$ cat src/rtl/control_sequencer.sv
// Hardwired control sequencer for the single-bus datapath: fetch T0-T2, execute T3-T6.
// Optional single-step gating is enabled by defining CTRL_SINGLE_STEP_EN.
module control_sequencer #(
    parameter int OPW = 5,
    parameter int RSW = 4
) (
    input  logic           clk,
    input  logic           reset,
    input  logic           run,
    input  logic           mem_ready,
`ifdef CTRL_SINGLE_STEP_EN
    input  logic           step,
`endif
    input  logic [31:0]    ir,
    output logic           PCout,
    output logic           Zlowout,
    output logic           Zhighout,
    output logic           MDRout,
    output logic           MARin,
    output logic           Zin,
    output logic           PCin,
    output logic           MDRin,
    output logic           IRin,
    output logic           Yin,
    output logic           HIin,
    output logic           LOin,
    output logic           IncPC,
    output logic           Read,
    output logic           reg_out_en,
    output logic [RSW-1:0] reg_out_sel,
    output logic           reg_in_en,
    output logic [RSW-1:0] reg_in_sel,
    output logic [OPW-1:0] alu_instruction,
    output logic           illegal_op
);

    typedef enum logic [2:0] {StIdle, StT0, StT1, StT2, StT3, StT4, StT5, StT6} state_e;

    localparam logic [OPW-1:0] OpAdd  = OPW'(5'b00011);
    localparam logic [OPW-1:0] OpRol  = OPW'(5'b01011);
    localparam logic [OPW-1:0] OpMul  = OPW'(5'b01111);
    localparam logic [OPW-1:0] OpDiv  = OPW'(5'b10000);
    localparam logic [OPW-1:0] OpNeg  = OPW'(5'b10001);
    localparam logic [OPW-1:0] OpNot  = OPW'(5'b10010);

    state_e         r_state;
    logic [OPW-1:0] w_opcode;
    logic [RSW-1:0] w_ra, w_rb, w_rc;
    logic           w_binop, w_unop, w_muldiv, w_legal, w_go;
    logic           w_unused_ir;

    assign w_opcode    = ir[31 -: OPW];
    assign w_ra        = ir[31-OPW -: RSW];
    assign w_rb        = ir[31-OPW-RSW -: RSW];
    assign w_rc        = ir[31-OPW-2*RSW -: RSW];
    assign w_unused_ir = ^ir[31-OPW-3*RSW:0];

    // add..rol form a contiguous block; mul/div and the unary pair are handled separately.
    assign w_muldiv = (w_opcode == OpMul) || (w_opcode == OpDiv);
    assign w_unop   = (w_opcode == OpNeg) || (w_opcode == OpNot);
    assign w_binop  = ((w_opcode >= OpAdd) && (w_opcode <= OpRol)) || w_muldiv;
    assign w_legal  = w_binop || w_unop;

`ifdef CTRL_SINGLE_STEP_EN
    assign w_go = run && step;
`else
    assign w_go = run;
`endif

    always_ff @(posedge clk or posedge reset) begin
        if (reset) begin
            r_state <= StIdle;
        end else begin
            case (r_state)
                StIdle:  if (w_go) r_state <= StT0;
                StT0:    r_state <= StT1;
                StT1:    if (mem_ready) r_state <= StT2;
                StT2:    r_state <= StT3;
                StT3:    r_state <= w_legal ? StT4 : (w_go ? StT0 : StIdle);
                StT4:    r_state <= StT5;
                StT5:    r_state <= w_muldiv ? StT6 : (w_go ? StT0 : StIdle);
                StT6:    r_state <= w_go ? StT0 : StIdle;
                default: r_state <= StIdle;
            endcase
        end
    end

    always_comb begin
        PCout           = 1'b0;
        Zlowout         = 1'b0;
        Zhighout        = 1'b0;
        MDRout          = 1'b0;
        MARin           = 1'b0;
        Zin             = 1'b0;
        PCin            = 1'b0;
        MDRin           = 1'b0;
        IRin            = 1'b0;
        Yin             = 1'b0;
        HIin            = 1'b0;
        LOin            = 1'b0;
        IncPC           = 1'b0;
        Read            = 1'b0;
        reg_out_en      = 1'b0;
        reg_out_sel     = '0;
        reg_in_en       = 1'b0;
        reg_in_sel      = '0;
        alu_instruction = '0;
        illegal_op      = 1'b0;
        case (r_state)
            StT0: begin
                PCout = 1'b1;
                MARin = 1'b1;
                IncPC = 1'b1;
                Zin   = 1'b1;
            end
            StT1: begin
                Zlowout = 1'b1;
                PCin    = 1'b1;
                Read    = 1'b1;
                MDRin   = 1'b1;
            end
            StT2: begin
                MDRout = 1'b1;
                IRin   = 1'b1;
            end
            StT3: begin
                reg_out_en  = 1'b1;
                reg_out_sel = w_rb;
                Yin         = w_legal;
                illegal_op  = !w_legal;
            end
            StT4: begin
                reg_out_en      = 1'b1;
                reg_out_sel     = w_unop ? w_rb : w_rc;
                alu_instruction = w_opcode;
                Zin             = 1'b1;
            end
            StT5: begin
                Zlowout = 1'b1;
                if (w_muldiv) begin
                    LOin = 1'b1;
                end else begin
                    reg_in_en  = 1'b1;
                    reg_in_sel = w_ra;
                end
            end
            StT6: begin
                Zhighout = 1'b1;
                HIin     = 1'b1;
            end
            default: ;
        endcase
    end

endmodule

$ cat config.mk
export PLATFORM = sky130hd
export DESIGN_NAME = control_sequencer
export DESIGN_NICKNAME = d
export VERILOG_FILES = /design/src/rtl/control_sequencer.sv
export SDC_FILE = /design/constraint.sdc
export NUM_CORES = 1
export LEC_CHECK = 0
export CORE_AREA = 2 2 39 41
export CTS_CLUSTER_DIAMETER = 60
export DETAILED_ROUTE_END_ITERATION = 10
export DIE_AREA = 0 0 41 43
export DONT_BUFFER_PORTS = 1
export GPL_TIMING_DRIVEN = 0
export PLACE_DENSITY = 0.54
export SLEW_MARGIN = 20
export SYNTH_ARGS = -nofsm -noshare
export SYNTH_HDL_FRONTEND = slang
export SYNTH_SLANG_ARGS = --single-unit
export TNS_END_PERCENT = 100
$ cat constraint.sdc
create_clock -name clk -period 2.9 [get_ports clk]
set_input_delay 0.58 -clock clk [delete_from_list [all_inputs] [get_ports clk]]
set_output_delay 0.58 -clock clk [all_outputs]
set_load 0.02 [all_outputs]
## Word level (Yosys, flattened, before mapping)

Cells that the tools add are included.

| word-level totals | value |
|---|---|
| bits of input ports | 36 |
| register bits after elaboration | 3 |

| operators by class | value |
|---|---|
| eq/ne operators | 13 |
| reduce and logical (&&, ||, !) cells | 11 |
| order comparisons | 2 |
| multiplexer cells | 24 |

Operators by type and width:

| operator | count |
|---|---|
| case mux 3 bit (8 select lines) | 1 |
| == test 5 bit (second input constant) | 3 |
| 2-to-1 mux 1 bit | 14 |
| == test 3 bit (second input constant) | 4 |
| 2-to-1 mux 3 bit | 4 |
| 2-to-1 mux 4 bit | 3 |
| case mux 4 bit (2 select lines) | 1 |
| == test 3 x 2 -> 1 bit (second input constant) | 2 |
| OR reduction 2 bit | 3 |
| == test 5 x 4 -> 1 bit (second input constant) | 1 |
| greater-or-equal comparator 5 x 2 -> 1 bit (second input constant) | 1 |
| less-or-equal comparator 5 x 4 -> 1 bit (second input constant) | 1 |
| 2-to-1 mux 5 bit | 1 |
| logical OR 1 bit | 4 |
| inequality test 2 bit (second input constant) | 2 |
| == test 3 x 1 -> 1 bit (second input constant) | 1 |
| zero test 3 bit | 1 |
| AND reduction 2 bit | 1 |
| logical AND 1 bit | 1 |
| zero test 1 bit | 1 |

## Longest topological paths before layout

| depth | value |
|---|---|
| depth after elaboration | 6 |
| depth in mapped cells | 5 |
| gate-level depth less buffers | 4 |

## Least setup slack after synthesis

Ideal clock, no wire load.

| path | value |
|---|---|
| path kind | in2out |
| from | in ir[30] |
| to | out reg_in_sel[0] |
| buffers on the path | 0 |
| cell stages on the path | 4 |
| data required time | 2,320 ps |
| path slack | 700 ps |
| data arrival time | 1,620 ps |
| path through | nor2b_1 a32oi_2 nor3b_4 and2_1 |

| between the ends | value |
|---|---|
| longest elaborated chain between the ends | 4 |

Ends and longest elaborated chain:

| element | line | RTL |
|---|---|---|
| start: declaration | 14 | `input logic [31:0] ir,` |
| == test 5 x 4 -> 1 bit or == test 5 bit (tied branches) | 59 | `assign w_muldiv = (w_opcode == OpMul) \|\| (w_opcode == OpDiv);` |
| logical OR 1 bit (*) | 59 |  |
| 2-to-1 mux 4 bit (*) | 140 | `if (w_muldiv) begin` |
| 2-to-1 mux 4 bit (*) | 109 | `case (r_state)` |
| end: declaration | 32 | `output logic [RSW-1:0] reg_in_sel,` |

Every way passes the cells marked *; elsewhere a longest branch is shown, timed or not.

## Final worst setup path

Ends and elaborated chain as after synthesis.

==> results.toml <==
[run_status]
outcome = "completed"

[final_layout]
area_growth_pct = 9.23
antenna_cells = 0
largest_reg_flops = 3
top_regs = "r_state: 3 flops"
final_cells = 90
nets = 111
drive_above_1_share = 0.257
largest-register = "r_state"

[floorplan]
core_um2 = 1380
start_util = 0.363
die_w_um = 41
die_h_um = 43
rows = 14
dieArea_um2 = 1760
ios = 66

[worst_setup_path]
critical_path_class = "in -> out"
crit_required_ps = 2320
crit_path_start = "ir[30]"
r2r_slack_ps = 1520
arrival_ps = 1690
cp-start-kind = "input pin"
worstReg2RegStart = "r_state[2]$_DFFE_PP0P_"
end_kind = "output port"
critical_path.max_fanout = 5

[logic_synthesis]
synth.top_cell.area_share = 0.150
synth_top_family_by_area = "simple AND/OR/NAND/NOR gates"
synth_compound_area_frac = 0.180
ys_seq_elements = 3
synth_flop_cell = "dfrtp_1"
synth_most_common_cell = "nor2_1"
syn_area_um2 = 502
synth_cell_types = 25
synthMuxAreaShare = 0.0798
yosysWarnings = 0
synth_area_leader_cell = "dfrtp_1"
synth-xor-area-share = 0.0175
ys_async_sr_fraction = 1.00
synth_edf_count = 0
netlist_top_cells_count = "nor2_1, buf_4, inv_1"
synth.avg_cell_area_um2 = 7.17
yosysSeqAreaShare = 0.150
netlist_instances = 70
synthAdderAreaFrac = 0
synth_area_leaders = "dfrtp_1, buf_4, mux2i_1, nor2_1, and2_1"
synth_simple_gate_area_share = 0.409
synth.net_count = 106

[clock_network]
path_clk_slew_ps = 40
tritoncts = "yes"
cts_buffers = 3
clk_latency_ps = 230
cts_resized = 0
cts-hold-fix-buffers = 0
clkSinkCount = 3
root_buffer = "clkbuf_4"
post_cts_buffers = 0
cts_buffer_depth = 2
h-tree-depth = 1

[power]
powerDensity_nw_per_um2 = 1080
combPwrFrac = 0.740
p_int_uw = 254
clockPowerShare = 0.121
seqPwrFrac = 0.139
peakVddDrop_v = 0.000483
static-leakage-power_nw = 0.309
switching_share = 0.571
power.switching_uw = 337

[routing]
drt_iter0_drc = 8
drc_errors = 0
routed_via_density = 5.18
drt-total-wl_mm = 1.14
avgRoutedWirePerCell_um = 12.7
first_pass_iters = 3
ant_nets = 0
vias = 466

[timing]
max_slew_margin = 0.568
drv_slew = 0
clock_skew_ps = 0.710
grt_setup_unrepaired = "false"
fmax_mhz = 441
period_share = 0.782
worstMarginPinSlew_ps = 643
fin_tns_setup_ps = 0
setup_violations = 0
finalHoldViolCount = 0
fin_crit_ps = 2270

[global_routing]
antenna_found_initial = 0
track_usage = 0.132
grt_overflow = 0
grt_max_degree = 11
grt_pass1_vias = 413
grt_pass1_wl_mm = 1.64

[hold_path]
min_path_type = "in -> async"

[placement]
io_buffers = 0
gp_congestion = 0.762
post-dp-hpwl_um = 928
dpl.cell_count = 86

[job]
drv_cap = 0
## power by group through the flow
stage               Clock (mW)  Combinational (mW)  Sequential [mW]
global route            0.0763               0.483           0.0856
floorplan                    0               0.398           0.0784
detailed placement           0               0.442           0.0822
finish                  0.0718               0.438           0.0819
global placement             0               0.438           0.0837
CTS                     0.0762               0.443           0.0816
## cells by family after synthesis
logic type	after synthesis
AO/OA/AOI/OAI	12
XOR/XNOR	1
buffers and inverters	15
flip-flops	3
multiplexers	4
AND/OR/NAND/NOR	35
## worst paths after layout
| kind | endpoint | depth (start not counted) |
|---|---|---|
| worst max-delay path | reg_in_sel[0] | 4 |
| worst min-delay path | r_state[1]$_DFFE_PP0P_ | 1 |
| worst max register to register | r_state[2]$_DFFE_PP0P_ | 5 |
| worst min register to register | r_state[1]$_DFFE_PP0P_ | 2 |
| max in group asynchronous | r_state[2]$_DFFE_PP0P_ | 1 |
| min in group clk | r_state[0]$_DFFE_PP0P_ | 3 |
## worst max-delay path: stages
cell	delay, ps
nor2b_1	130
a32oi_2	270
nor3b_4	400
and2_1	300
## stage by stage
step           total power [mW]  hold slack (ps)  instance area (um2)  utilization  worst slack [ps]
2_1_floorplan             0.476              334                  502            -               700
3_3_place_gp              0.522              342                  522        0.377               622
3_5_place_dp              0.524              343                  522        0.377               612
4_1_cts                   0.600             94.3                  548        0.396               611
5_1_grt                   0.645             96.0                  548        0.396               509
6_report                  0.591              101                  548        0.396               631
## layer usage
layer | vias to the layer above | global-route usage | wire [um] | part of all wire
met5 | - | 0 | 0 | 0
met4 | 0 | 0.0600 | 0 | 0
met3 | 0 | 0.0157 | 96 | 0.084
met2 | 24 | 0.209 | 556 | 0.49
met1 | 205 | 0.169 | 486 | 0.43
li1 | 237 | - | - | -
## area by class of cell
type | instances | area [um2]
plain buffers | 9 | 60.1
clock buffers | 4 | 26.3
fillers | 141 | 836
inverters | 6 | 22.5
multi-input cells | 52 | 344
flip-flops and latches | 3 | 75.1
well taps | 16 | 20.0
## placed cells by master (no fill, tap or decap)
| cell | netlist | final |
|---|---|---|
| nor2_1 | 10 | 10 |
| inv_1 | 6 | 6 |
| buf_4 | 6 | 6 |
| nand2_1 | 5 | 5 |
| and2_1 | 5 | 5 |
| a21oi_1 | 4 | 4 |
| mux2i_1 | 4 | 4 |
| and3_1 | 4 | 4 |
| buf_2 | 3 | 3 |
| clkbuf_4 | 0 | 3 |
| dfrtp_1 | 3 | 3 |
| nand2b_1 | 2 | 2 |
| nor2b_1 | 2 | 2 |
| o22ai_1 | 2 | 2 |
| a211o_1 | 2 | 2 |
| nor3_1 | 2 | 2 |
| and2_4 | 1 | 1 |
| nor3b_2 | 1 | 1 |
| a32oi_2 | 1 | 1 |
| nor3_2 | 1 | 1 |
| a21o_2 | 1 | 1 |
| xor2_1 | 1 | 1 |
| a21o_1 | 1 | 1 |
| nor3b_4 | 1 | 1 |
| and3_2 | 1 | 1 |
| a22oi_1 | 1 | 1 |
| clkbuf_1 | 0 | 1 |
Power figures use the tool's default switching activity.
